<file path="config.mk">
export PLATFORM = sky130hd
export DESIGN_NAME = rx_pkt_bank_scheduler
export DESIGN_NICKNAME = d
export VERILOG_FILES = /design/src/rtl/rx_pkt_pkg.sv /design/src/rtl/rx_pkt_desc_fifo.sv /design/src/rtl/rx_pkt_bank_scheduler.sv
export SDC_FILE = /design/constraint.sdc
export NUM_CORES = 1
export LEC_CHECK = 0
export CORE_MARGIN = 1.5
export CORE_UTILIZATION = 60
export CTS_BUF_LIST = sky130_fd_sc_hd__clkbuf_8
export CTS_CLUSTER_DIAMETER = 40
export DETAILED_ROUTE_END_ITERATION = 8
export PLACE_DENSITY = 0.87
export SETUP_SLACK_MARGIN = 0.05
export SYNTH_ARGS = -nofsm -noshare
export SYNTH_HDL_FRONTEND = slang
export SYNTH_SLANG_ARGS = --single-unit
</file>
<file path="constraint.sdc">
create_clock -name clk_net -period 10.4 [get_ports clk_net]
set_input_delay 1.04 -clock clk_net [delete_from_list [all_inputs] [get_ports clk_net]]
set_output_delay 1.04 -clock clk_net [all_outputs]
set_load 0.005 [all_outputs]
</file>
<file path="src/rtl/rx_pkt_pkg.sv">
// rx_pkt_pkg: shared types for the receive packet bank scheduler.
//   state_t    - receive state machine encoding
//   pkt_desc_t - completed-packet descriptor {bank, len, err}, sized for the
//                largest supported bank count and byte count
package rx_pkt_pkg;
    localparam int BEAT_BYTES  = 8;
    localparam int DESC_BANK_W = 3;
    localparam int DESC_LEN_W  = 16;
    typedef enum logic [1:0] {IDLE, RECV, DISCARD} state_t;
    typedef struct packed {
        logic [DESC_BANK_W-1:0] bank;
        logic [DESC_LEN_W-1:0]  len;
        logic                   err;
    } pkt_desc_t;
endpackage

</file>
<file path="src/rtl/rx_pkt_desc_fifo.sv">
// rx_pkt_desc_fifo: synchronous FIFO of packet descriptors.
//   clk, rst        - clock, synchronous active-high reset
//   push_i, din_i   - enqueue a descriptor
//   pop_i           - dequeue the head (ignored when empty)
//   head_o          - current head, all-zero when empty
//   empty_o, full_o - occupancy flags
module rx_pkt_desc_fifo
    import rx_pkt_pkg::*;
#(
    parameter int DEPTH = 2
) (
    input  logic      clk,
    input  logic      rst,
    input  logic      push_i,
    input  logic      pop_i,
    input  pkt_desc_t din_i,
    output pkt_desc_t head_o,
    output logic      empty_o,
    output logic      full_o
);
    localparam int PW = DEPTH > 1 ? $clog2(DEPTH) : 1;
    pkt_desc_t      mem_q [DEPTH];
    logic [PW-1:0]  rd_q, wr_q;
    logic [PW:0]    cnt_q;
    logic           do_push, do_pop;
    function automatic logic [PW-1:0] nxt(input logic [PW-1:0] p);
        return p == PW'(DEPTH - 1) ? '0 : p + 1'b1;
    endfunction
    assign empty_o = cnt_q == '0;
    assign full_o  = cnt_q == (PW+1)'(DEPTH);
    assign do_pop  = pop_i && !empty_o;
    // a push into a full FIFO is accepted only when the head leaves the same cycle
    assign do_push = push_i && (!full_o || do_pop);
    assign head_o  = empty_o ? '0 : mem_q[rd_q];
    always_ff @(posedge clk) begin
        if (rst) begin
            rd_q  <= '0;
            wr_q  <= '0;
            cnt_q <= '0;
        end else begin
            if (do_push) mem_q[wr_q] <= din_i;
            wr_q  <= do_push ? nxt(wr_q) : wr_q;
            rd_q  <= do_pop ? nxt(rd_q) : rd_q;
            cnt_q <= cnt_q + (PW+1)'(do_push) - (PW+1)'(do_pop);
        end
    end
endmodule

</file>
<file path="src/rtl/rx_pkt_bank_scheduler.sv">
// rx_pkt_bank_scheduler: allocates packet-buffer banks to the 64-bit receive
// stream, generates byte-enabled write strobes and queues completed packets.
//   clk_net, rst                  - clock, synchronous active-high reset
//   valid, sop, eop, length       - receive beat qualifiers
//   wr_en, wr_bank, wr_addr,
//   wr_byte_en                    - combinational bank RAM write strobe
//   pkt_avail, pkt_bank, pkt_len,
//   pkt_err, pkt_release          - completed-packet queue head / pop
//   drop_cnt                      - saturating count of dropped packets
//   busy                          - receive FSM not idle
module rx_pkt_bank_scheduler
    import rx_pkt_pkg::*;
#(
    parameter int NUM_BANKS      = 2,
    parameter int MAX_PACKET_LEN = 1500,
    parameter int BANK_W         = $clog2(NUM_BANKS),
    parameter int LEN_W          = 11
) (
    input  logic              clk_net,
    input  logic              rst,
    input  logic              valid,
    input  logic              sop,
    input  logic              eop,
    input  logic [2:0]        length,
    output logic              wr_en,
    output logic [BANK_W-1:0] wr_bank,
    output logic [LEN_W-1:0]  wr_addr,
    output logic [7:0]        wr_byte_en,
    output logic              pkt_avail,
    output logic [BANK_W-1:0] pkt_bank,
    output logic [LEN_W-1:0]  pkt_len,
    output logic              pkt_err,
    input  logic              pkt_release,
    output logic [15:0]       drop_cnt,
    output logic              busy
);
    localparam int CW = LEN_W + 1;
    localparam logic [CW-1:0] MAX = CW'(MAX_PACKET_LEN);
    // cursor stops at the first beat boundary past capacity so addresses stay 8-aligned
    localparam logic [CW-1:0] CAP = CW'((MAX_PACKET_LEN + BEAT_BYTES - 1) / BEAT_BYTES * BEAT_BYTES);
    state_t               state_q;
    logic [BANK_W-1:0]    bank_q, low_free;
    logic [CW-1:0]        cursor_q, cur, bb, sum;
    logic [NUM_BANKS-1:0] inq_q, inq_d, free;
    logic [15:0]          drop_q;
    logic                 err_q, err_cur, ovf, any_free, start, beat, push, pop, empty, full, drop;
    pkt_desc_t            in_desc, head;
    always_comb begin
        free = ~inq_q;
        if (state_q == RECV) free[bank_q] = 1'b0;
        any_free = |free;
        low_free = '0;
        for (int i = NUM_BANKS - 1; i >= 0; i--) low_free = free[i] ? BANK_W'(i) : low_free;
    end
    assign start   = !rst && state_q == IDLE && valid && sop && any_free;
    assign beat    = start || (!rst && state_q == RECV && valid);
    // a sop while receiving restarts the packet at address 0 in the same bank
    assign cur     = (state_q == RECV && !sop) ? cursor_q : '0;
    assign err_cur = state_q == RECV && !sop && err_q;
    assign bb      = eop ? CW'(length) + CW'(1) : CW'(BEAT_BYTES);
    assign sum     = cur + bb;
    assign ovf     = sum > MAX;
    assign wr_bank = state_q == RECV ? bank_q : low_free;
    assign wr_addr = cur[LEN_W-1:0];
    always_comb begin
        for (int i = 0; i < BEAT_BYTES; i++) wr_byte_en[i] = beat && CW'(i) < bb && cur + CW'(i) < MAX;
    end
    assign wr_en   = |wr_byte_en;
    assign push    = beat && eop;
    assign pop     = pkt_release && !empty;
    assign drop    = valid && sop && (state_q == RECV || (state_q == IDLE && !any_free));
    assign in_desc = '{bank: DESC_BANK_W'(wr_bank), len: DESC_LEN_W'(ovf ? MAX : sum), err: err_cur || ovf};
    always_comb begin
        inq_d = inq_q;
        if (pop) inq_d[pkt_bank] = 1'b0;
        if (push) inq_d[wr_bank] = 1'b1;
    end
    rx_pkt_desc_fifo #(.DEPTH(NUM_BANKS)) u_fifo (
        .clk     (clk_net),
        .rst     (rst),
        .push_i  (push),
        .pop_i   (pop),
        .din_i   (in_desc),
        .head_o  (head),
        .empty_o (empty),
        .full_o  (full)
    );
    always_ff @(posedge clk_net) begin
        if (rst) begin
            state_q  <= IDLE;
            bank_q   <= '0;
            cursor_q <= '0;
            err_q    <= 1'b0;
            inq_q    <= '0;
            drop_q   <= '0;
        end else begin
            state_q  <= !valid ? state_q :
                        (state_q == IDLE && sop && !eop) ? (any_free ? RECV : DISCARD) :
                        (state_q != IDLE && eop) ? IDLE : state_q;
            bank_q   <= beat ? wr_bank : bank_q;
            cursor_q <= beat ? (sum > CAP ? CAP : sum) : cursor_q;
            err_q    <= beat ? err_cur || ovf : err_q;
            inq_q    <= inq_d;
            drop_q   <= (drop && drop_q != 16'hFFFF) ? drop_q + 16'd1 : drop_q;
        end
    end
    // the queue holds at most one entry per bank, so it never overflows
    always_ff @(posedge clk_net) begin
        if (!rst) assert (32'(head.bank) < NUM_BANKS && 32'(head.len) <= MAX_PACKET_LEN && !(push && full && !pop));
    end
    assign pkt_avail = !empty;
    assign pkt_bank  = head.bank[BANK_W-1:0];
    assign pkt_len   = head.len[LEN_W-1:0];
    assign pkt_err   = head.err;
    assign drop_cnt  = drop_q;
    assign busy      = state_q != IDLE;
endmodule

</file>
Word-level counts from Yosys, hierarchy flattened
Memory sizes are Yosys's and may differ from the RTL's. A register that Yosys moved wholly into a read port is not among the register bits.
Cells that the tools add are included.
{"block": "op_classes", "add_sub_neg": 14, "n_mul": 0, "div_mod_pow": 0, "n_lt_le_gt_ge": 24, "eq_ne": 3, "shifts": 0, "muxes": 27, "n_bitwise": 6, "n_reduce_logical": 55}
{"cell": "12-bit by 11-bit < comparator with 1-bit output, second input constant", "count": 8}
{"cell": "12-bit by 3-bit adder with 12-bit output, second input constant", "count": 4}
{"cell": "1-bit logical AND", "count": 38}
{"cell": "12-bit 2-to-1 mux", "count": 3}
{"cell": "12-bit by 2-bit adder with 12-bit output, second input constant", "count": 2}
{"cell": "12-bit by 11-bit > comparator with 1-bit output, second input constant", "count": 2}
{"cell": "18-bit 2-to-1 mux", "count": 1}
{"cell": "16-bit by 1-bit adder with 16-bit output, second input constant", "count": 1}
{"cell": "3-bit by 4-bit < comparator with 1-bit output, first input constant", "count": 4}
{"cell": "16-bit inequality test, second input constant", "count": 1}
{"cell": "1-bit 2-to-1 mux", "count": 13}
{"cell": "12-bit by 1-bit adder with 12-bit output, second input constant", "count": 1}
{"cell": "12-bit by 4-bit adder with 12-bit output", "count": 1}
{"cell": "2-bit 2-to-1 mux", "count": 6}
{"cell": "1-bit by 4-bit < comparator with 1-bit output, first input constant", "count": 2}
{"cell": "2-bit by 4-bit < comparator with 1-bit output, first input constant", "count": 2}
{"cell": "8-bit OR reduction", "count": 1}
{"cell": "1-bit logical NOT", "count": 6}
{"cell": "1-bit by 2-bit < comparator with 1-bit output, second input constant", "count": 3}
{"cell": "2-bit NOT", "count": 3}
{"cell": "3-bit by 1-bit adder with 4-bit output, second input constant", "count": 1}
{"cell": "2-bit AND", "count": 2}
{"cell": "2-bit logical NOT", "count": 2}
{"cell": "1-bit logical OR", "count": 4}
{"cell": "12 further kinds", "count": 18}
{"block": "totals", "regBits": 38, "latchBits": 0, "ram_bits": 28, "romBits": 0, "input_bits": 9, "output_inout_bits": 52, "wordCells": 139, "n_memories": 1}
{"memory": "u_fifo.mem_q", "depth": 2, "word_bits": 14, "rd": 1, "rd_ports_with_merged_regs": 1, "write_ports": 1, "line_no": "rx_pkt_desc_fifo.sv:22", "rtl": "pkt_desc_t mem_q [DEPTH];"}

Depth between registers and ports, before layout
{"block": "depth", "depth_word": 16, "ltp_mapped": 14, "ltp_nobuf": 12}

Cells and area by module
From an unflattened synthesis, not the netlist that was laid out.
{"block": "unflattened", "cells_unflattened": 517, "hier_area_um2": 4566.9}
{"mod": "rx_pkt_bank_scheduler", "n_inst": 1, "cells_each": 403, "area_each_um2": 2807.7, "seq_area_each_um2": 680.7}
{"mod": "rx_pkt_desc_fifo", "n_inst": 1, "cells_each": 114, "area_each_um2": 1759.2, "seq_area_each_um2": 1301.2}

Worst setup path before layout
No wires, ideal clock.
{"block": "synth_timing", "kind": "input-to-output", "start": "in sop", "end": "out wr_en", "arrival_ns": 3.231, "required_ns": 9.360, "setup_slack_ns": 6.129, "path_stages": 8, "path_buffers": 1, "cell_sequence": "nand4bb_1 > buf_2 > or4_4 > nor2_2 > xor2_1 > a221oi_1 > or4_1 > or4b_1"}
{"block": "synth_via", "elab_chain_len": 7, "word_cells_on_any_way": 38, "classes_between": "7 x add/sub; 8 x order compare; 1 x mux; 22 x reduce/logical"}
{"item": "start, declared", "line_no": "rx_pkt_bank_scheduler.sv:22", "rtl": "input logic sop,"}
{"item": "1-bit logical NOT", "line_no": "rx_pkt_bank_scheduler.sv:58", "rtl": "assign cur = (state_q == RECV && !sop) ? cursor_q : '0;"}
{"item": "1-bit logical AND", "line_no": "rx_pkt_bank_scheduler.sv:58"}
{"item": "12-bit 2-to-1 mux", "line_no": "rx_pkt_bank_scheduler.sv:58"}
{"item": "12-bit by 3-bit adder with 12-bit output", "line_no": "rx_pkt_bank_scheduler.sv:66", "rtl": "for (int i = 0; i < BEAT_BYTES; i++) wr_byte_en[i] = beat && CW'(i) < bb && cur + CW'(i) < MAX;"}
{"item": "12-bit by 11-bit < comparator with 1-bit output", "line_no": "rx_pkt_bank_scheduler.sv:66"}
{"item": "1-bit logical AND (*)", "line_no": "rx_pkt_bank_scheduler.sv:66"}
{"item": "net wr_byte_en[6]", "line_no": "rx_pkt_bank_scheduler.sv:28", "rtl": "output logic [7:0] wr_byte_en,"}
{"item": "8-bit OR reduction (*)", "line_no": "rx_pkt_bank_scheduler.sv:68", "rtl": "assign wr_en = |wr_byte_en;"}
{"item": "end, declared", "line_no": "rx_pkt_bank_scheduler.sv:25", "rtl": "output logic wr_en,"}
Mark *: on every way through the listed nets, which the timed path passes. The rest lies on a longest branch.

Final worst setup path
{"block": "layout_timing", "start": "in rst", "end": "out wr_en"}
{"block": "layout_via", "elab_chain_len": 9, "word_cells_on_any_way": 25, "classes_between": "25 x reduce/logical"}
{"item": "start, declared", "line_no": "rx_pkt_bank_scheduler.sv:20", "rtl": "input logic rst,"}
{"item": "1-bit logical NOT (*)"}
{"item": "1-bit logical AND (4 in a row)", "line_no": "rx_pkt_bank_scheduler.sv:55", "rtl": "assign start = !rst && state_q == IDLE && valid && sop && any_free;"}
{"item": "1-bit logical OR (*)", "line_no": "rx_pkt_bank_scheduler.sv:56", "rtl": "assign beat = start || (!rst && state_q == RECV && valid);"}
{"item": "1-bit logical AND (2 in a row)", "line_no": "rx_pkt_bank_scheduler.sv:66"}
{"item": "8-bit OR reduction (*)", "line_no": "rx_pkt_bank_scheduler.sv:68"}
Mark *: on every way between the ends. The rest lies on a longest branch, timed or not.

==> results.md <==
- Setup repair after global routing left no endpoint under its margin.
- The number of instances on the worst hold path is 2.
- The unique cell type count in the Yosys netlist is 59.
- The width of the die is 87.0 um.
- The max-capacitance violation count is 0.
- Using the TritonRoute via totals, the vias-per-cell ratio works out to 6.34.
- The overall overflow remaining after global route is 0.
- The clock drives 65 sinks.
- The total length of routed wires is approximately 12 mm.
- The cell area that synthesis handed to floorplanning was between 4000 and 5000 sq um.
- Clock skew on the completed layout was measured at 0.00708 ns.
- The number of global-route vias before repair is 3,802.
- The I/O pin count is 61.
- The cell row count is 30.
- The placeable core region is 6790 sq um.
- Setup violations remaining at the end of the flow were counted as 0.
- The initial utilization of the core area, before any placement, comes to 0.623.
- Counting tap cells, the placed design contains a total of 643 instances.
- The count of nets left with antenna violations once routing finished came out at 0.
- The overall power consumption is 0.000689 W.
- The maximum number of pins on one net before global-route repair is 30.
- TritonCTS created 9 clock buffers.
- The terminating pin of the worst hold path is err_q.
- In this run the mean area of a mapped cell was about 8.2 sq um.
- The later pin in the worst-skew pair is clocked with a latency of 0.35 ns.
- The area of the die is 7570 sq um.
- The congestion estimate from routability-driven global placement came to 0.955.
- The max-slew violation count was 0.
- The count of hold buffers inserted by post-cts repair is 0.
- The register-to-register setup slack is 5.82 ns.
- The class of the worst hold path is flop to flop.
- The run finished with clean final reports.
- In the synthesized netlist the async set-or-reset flop fraction comes to 0.
- The die outline height is 87.0 um.
- The worst voltage drop across the vdd grid is slightly below 0.09 mV.
- For this block, wires on met1 add up to 4.72 mm.
- The HPWL after detailed placement is 8.56 mm.
- After clock tree synthesis, the clock-pin slew on the worst setup and hold paths is around 0.08 ns.
- For the worst setup path, the data required time is 9.36 ns.
- In the global route stage, overall resource usage came out at 0.318.
- Once the clock tree was built, the resizer swapped 0 gates to a different size.
- The summed negative setup slack over all endpoints is 0 ns.
- The critical register-to-register path startpoint is state_q[0].
- The TritonCTS clock tree is yes.
- The worst hold path startpoint is err_q.
- The library cell used most frequently in the layout, excluding fill and tap cells, is sky130_fd_sc_hd__nor2_1.
- The initial antenna violation count is 0.
- Signal routing reaches up to met4.
- For this block, the initial DRC count from the detailed router was 429.
- The max-slew headroom at the worst pin is 0.218.
- The kind of start point of the critical path is an input port.
- The area growth from synthesis to layout is 19.0%.
- In the layout the commonest cells are sky130_fd_sc_hd__nor2_1 (72), sky130_fd_sc_hd__clkdlybuf4s50_1 (60), sky130_fd_sc_hd__nand2_1 (52).
- Along the worst path, the maximum fanout reaches 29.
- The transition time at the pin with the least slew margin is roughly 1.2 ns.
- For this run, the detailed router's first-pass iteration total came to 5.
- The first-pass GRT wire length is 18.7 mm.
- The detailed router placed roughly 4,200 vias in this run.
- Dividing the detail-routed wire length by the instance count gives 17.8 um.
- After detailed routing, the met3 layer carries 1.03 mm of wire.
- For this run, the register share of the synthesized area comes to 0.369.
- The proportion of layout cells with a drive suffix above 1 is 0.0391.
- The number of antenna diodes in the final layout is 0.
- The number of remaining DRC errors is 0.
- In this run the power density over the cells is between 100 and 150 nW/um^2.
- The cell count after synthesis came out at 516.
- The number of standard cells in the layout, taps in and fillers out is roughly 660.
- For the worst setup path, the data arrival time is 4.78 ns.
- The net total in the final layout is 576.
- The number of setup buffers added after CTS is 0.
- The number of input and output port buffers inserted is 60.
- The maximum level of the CTS H-tree is 3.
- In this run, synthesis produced a sequential element count of 65.
- STA classifies the critical path endpoint as a primary output.
- The cell leakage power is 1.76 nW.
- Dividing the final minimum period by the clock period gives 0.560.
- Measured in cells, the most critical reg-to-reg path has a length of 13.
- The number of hold violations in the final report is 0.
- The worst path needs 5.82 ns of the cycle, external delays included.
- The setup path with the least slack is of type input port to primary output.
- The longest clock path from root to sink contains 2 buffers.
- Hold timing on the final database bottoms out at a slack of 0.500 ns.
- The synthesis warning total is 0.
- The peak clock frequency supported by timing is between 150 and 200 MHz.
- The root buffer cell is sky130_fd_sc_hd__clkbuf_8.
- After detailed routing, the met2 layer carries 5.56 mm of wire.
- Synthesis produced a netlist with a net count of between 500 and 600.
- The number of enable-type register cells in the synthesized netlist is 26.
- The most used flip-flop cell after synthesis is sky130_fd_sc_hd__dfxtp_1.
- The endpoint identified for the worst register-to-register timing path is u_fifo.mem_q[1][9].
[cells by family (layout without fill, tap and decap cells)]
| logic type | count (synthesis) | in the layout | synth area share |
|---|---|---|---|
| simple gates | 224 | 224 | 0.258 |
| compound gates | 109 | 109 | 0.173 |
| flops | 65 | 65 | 0.369 |
| buf+inv | 53 | 100 | 0.0508 |
| xor+xnor | 38 | 38 | 0.0786 |
| mux | 18 | 18 | 0.0425 |
| fa+ha+maj | 9 | 9 | 0.0284 |
[state kept, by name (all words and copies together) (netlist names), named ones only]
signal	cells
bank_q	1
cursor_q	12
drop_cnt	16
err_q	1
inq_q	2
state_q	2
u_fifo.cnt_q	2
u_fifo.mem_q	26
u_fifo.rd_q	1
u_fifo.wr_q	1
[layer usage]
metal	GRT usage	vias up
li1	-	1945
met1	0.399	1923
met2	0.523	265
met3	0.0673	43
met4	0.150	0
met5	0	-
[how the worst max path moves through the flow]
stage                     from  slack [ns]  depth (start not counted)  endpoint
after floorplan            sop        6.13                          8     wr_en
after global routing       rst        4.41                          8     wr_en
after CTS                  rst        4.59                          8     wr_en
after detailed placement   rst        4.63                          8     wr_en
final                      rst        4.58                          8     wr_en
after global placement     rst        4.75                          8     wr_en
[layout make-up]
cell class                      instances  area [sq um]
Sequential cell                        65          1560
Timing Repair Buffer                   61           608
Inverter                               23          86.3
Fill cell                             496          1760
Tap cell                               96           120
Clock buffer                           10           138
Multi-Input combinational cell        398          2460
Clock inverter                          6          66.3
[report_power, final]
part	switching, W	internal (W)	leakage [nW]
Sequential	0.0000237	0.000276	0.571
Combinational	0.0000766	0.0000921	1.08
Clock	0.000102	0.000118	0.107
[worst max-delay path, cell delays in order]
cell and delay (ns):
sky130_fd_sc_hd__clkdlybuf4s50_1 1.21, sky130_fd_sc_hd__inv_1 0.29, sky130_fd_sc_hd__and2_1 0.39, sky130_fd_sc_hd__o311ai_0 0.17
sky130_fd_sc_hd__a221oi_1 0.13, sky130_fd_sc_hd__or4_1 0.55, sky130_fd_sc_hd__or4b_1 0.53, sky130_fd_sc_hd__clkdlybuf4s50_1 0.46
[synthesized netlist by cell type (all sizes together), types with 2 or more instances]
cell type | instances | area share
a31oi | 10 | 0.015
and4 | 3 | 0.0062
o22ai | 2 | 0.0030
a32o | 4 | 0.0095
nand2 | 52 | 0.046
and2 | 13 | 0.019
xor2 | 21 | 0.043
or2 | 2 | 0.0030
o31ai | 2 | 0.0035
a32oi | 2 | 0.0041
nor3 | 11 | 0.013
a211oi | 7 | 0.012
a41oi | 2 | 0.0041
a21boi | 3 | 0.0053
a221oi | 2 | 0.0041
dfxtp | 39 | 0.18
buf | 11 | 0.014
nor4 | 12 | 0.018
nand4bb | 2 | 0.0053
o21ai | 20 | 0.024
o31a | 2 | 0.0041
o211a | 2 | 0.0047
mux2i | 18 | 0.043
nand2b | 5 | 0.0074
a21oi | 24 | 0.028
xnor2 | 17 | 0.035
or4 | 3 | 0.0062
o21a | 8 | 0.014
nand4 | 10 | 0.015
nand3 | 19 | 0.022
a311oi | 2 | 0.0041
nor2 | 74 | 0.067
clkbuf | 19 | 0.017
or3 | 2 | 0.0030
edfxtp | 26 | 0.18
and3 | 4 | 0.0059
inv | 23 | 0.020
a2111oi | 2 | 0.0041
o211ai | 8 | 0.014
ha | 8 | 0.024
nor2b | 6 | 0.0089
[stage by stage]
| stage | cell area [sq um] | util | setup WS [ns] |
|---|---|---|---|
| 2_1_floorplan | 4240 | - | 6.13 |
| 3_3_place_gp | 4830 | 0.712 | 4.75 |
| 3_5_place_dp | 4830 | 0.712 | 4.63 |
| 4_1_cts | 5040 | 0.742 | 4.59 |
| 5_1_grt | 5040 | 0.742 | 4.41 |
| 6_report | 5040 | 0.742 | 4.58 |
Power figures use the tool's default switching activity.
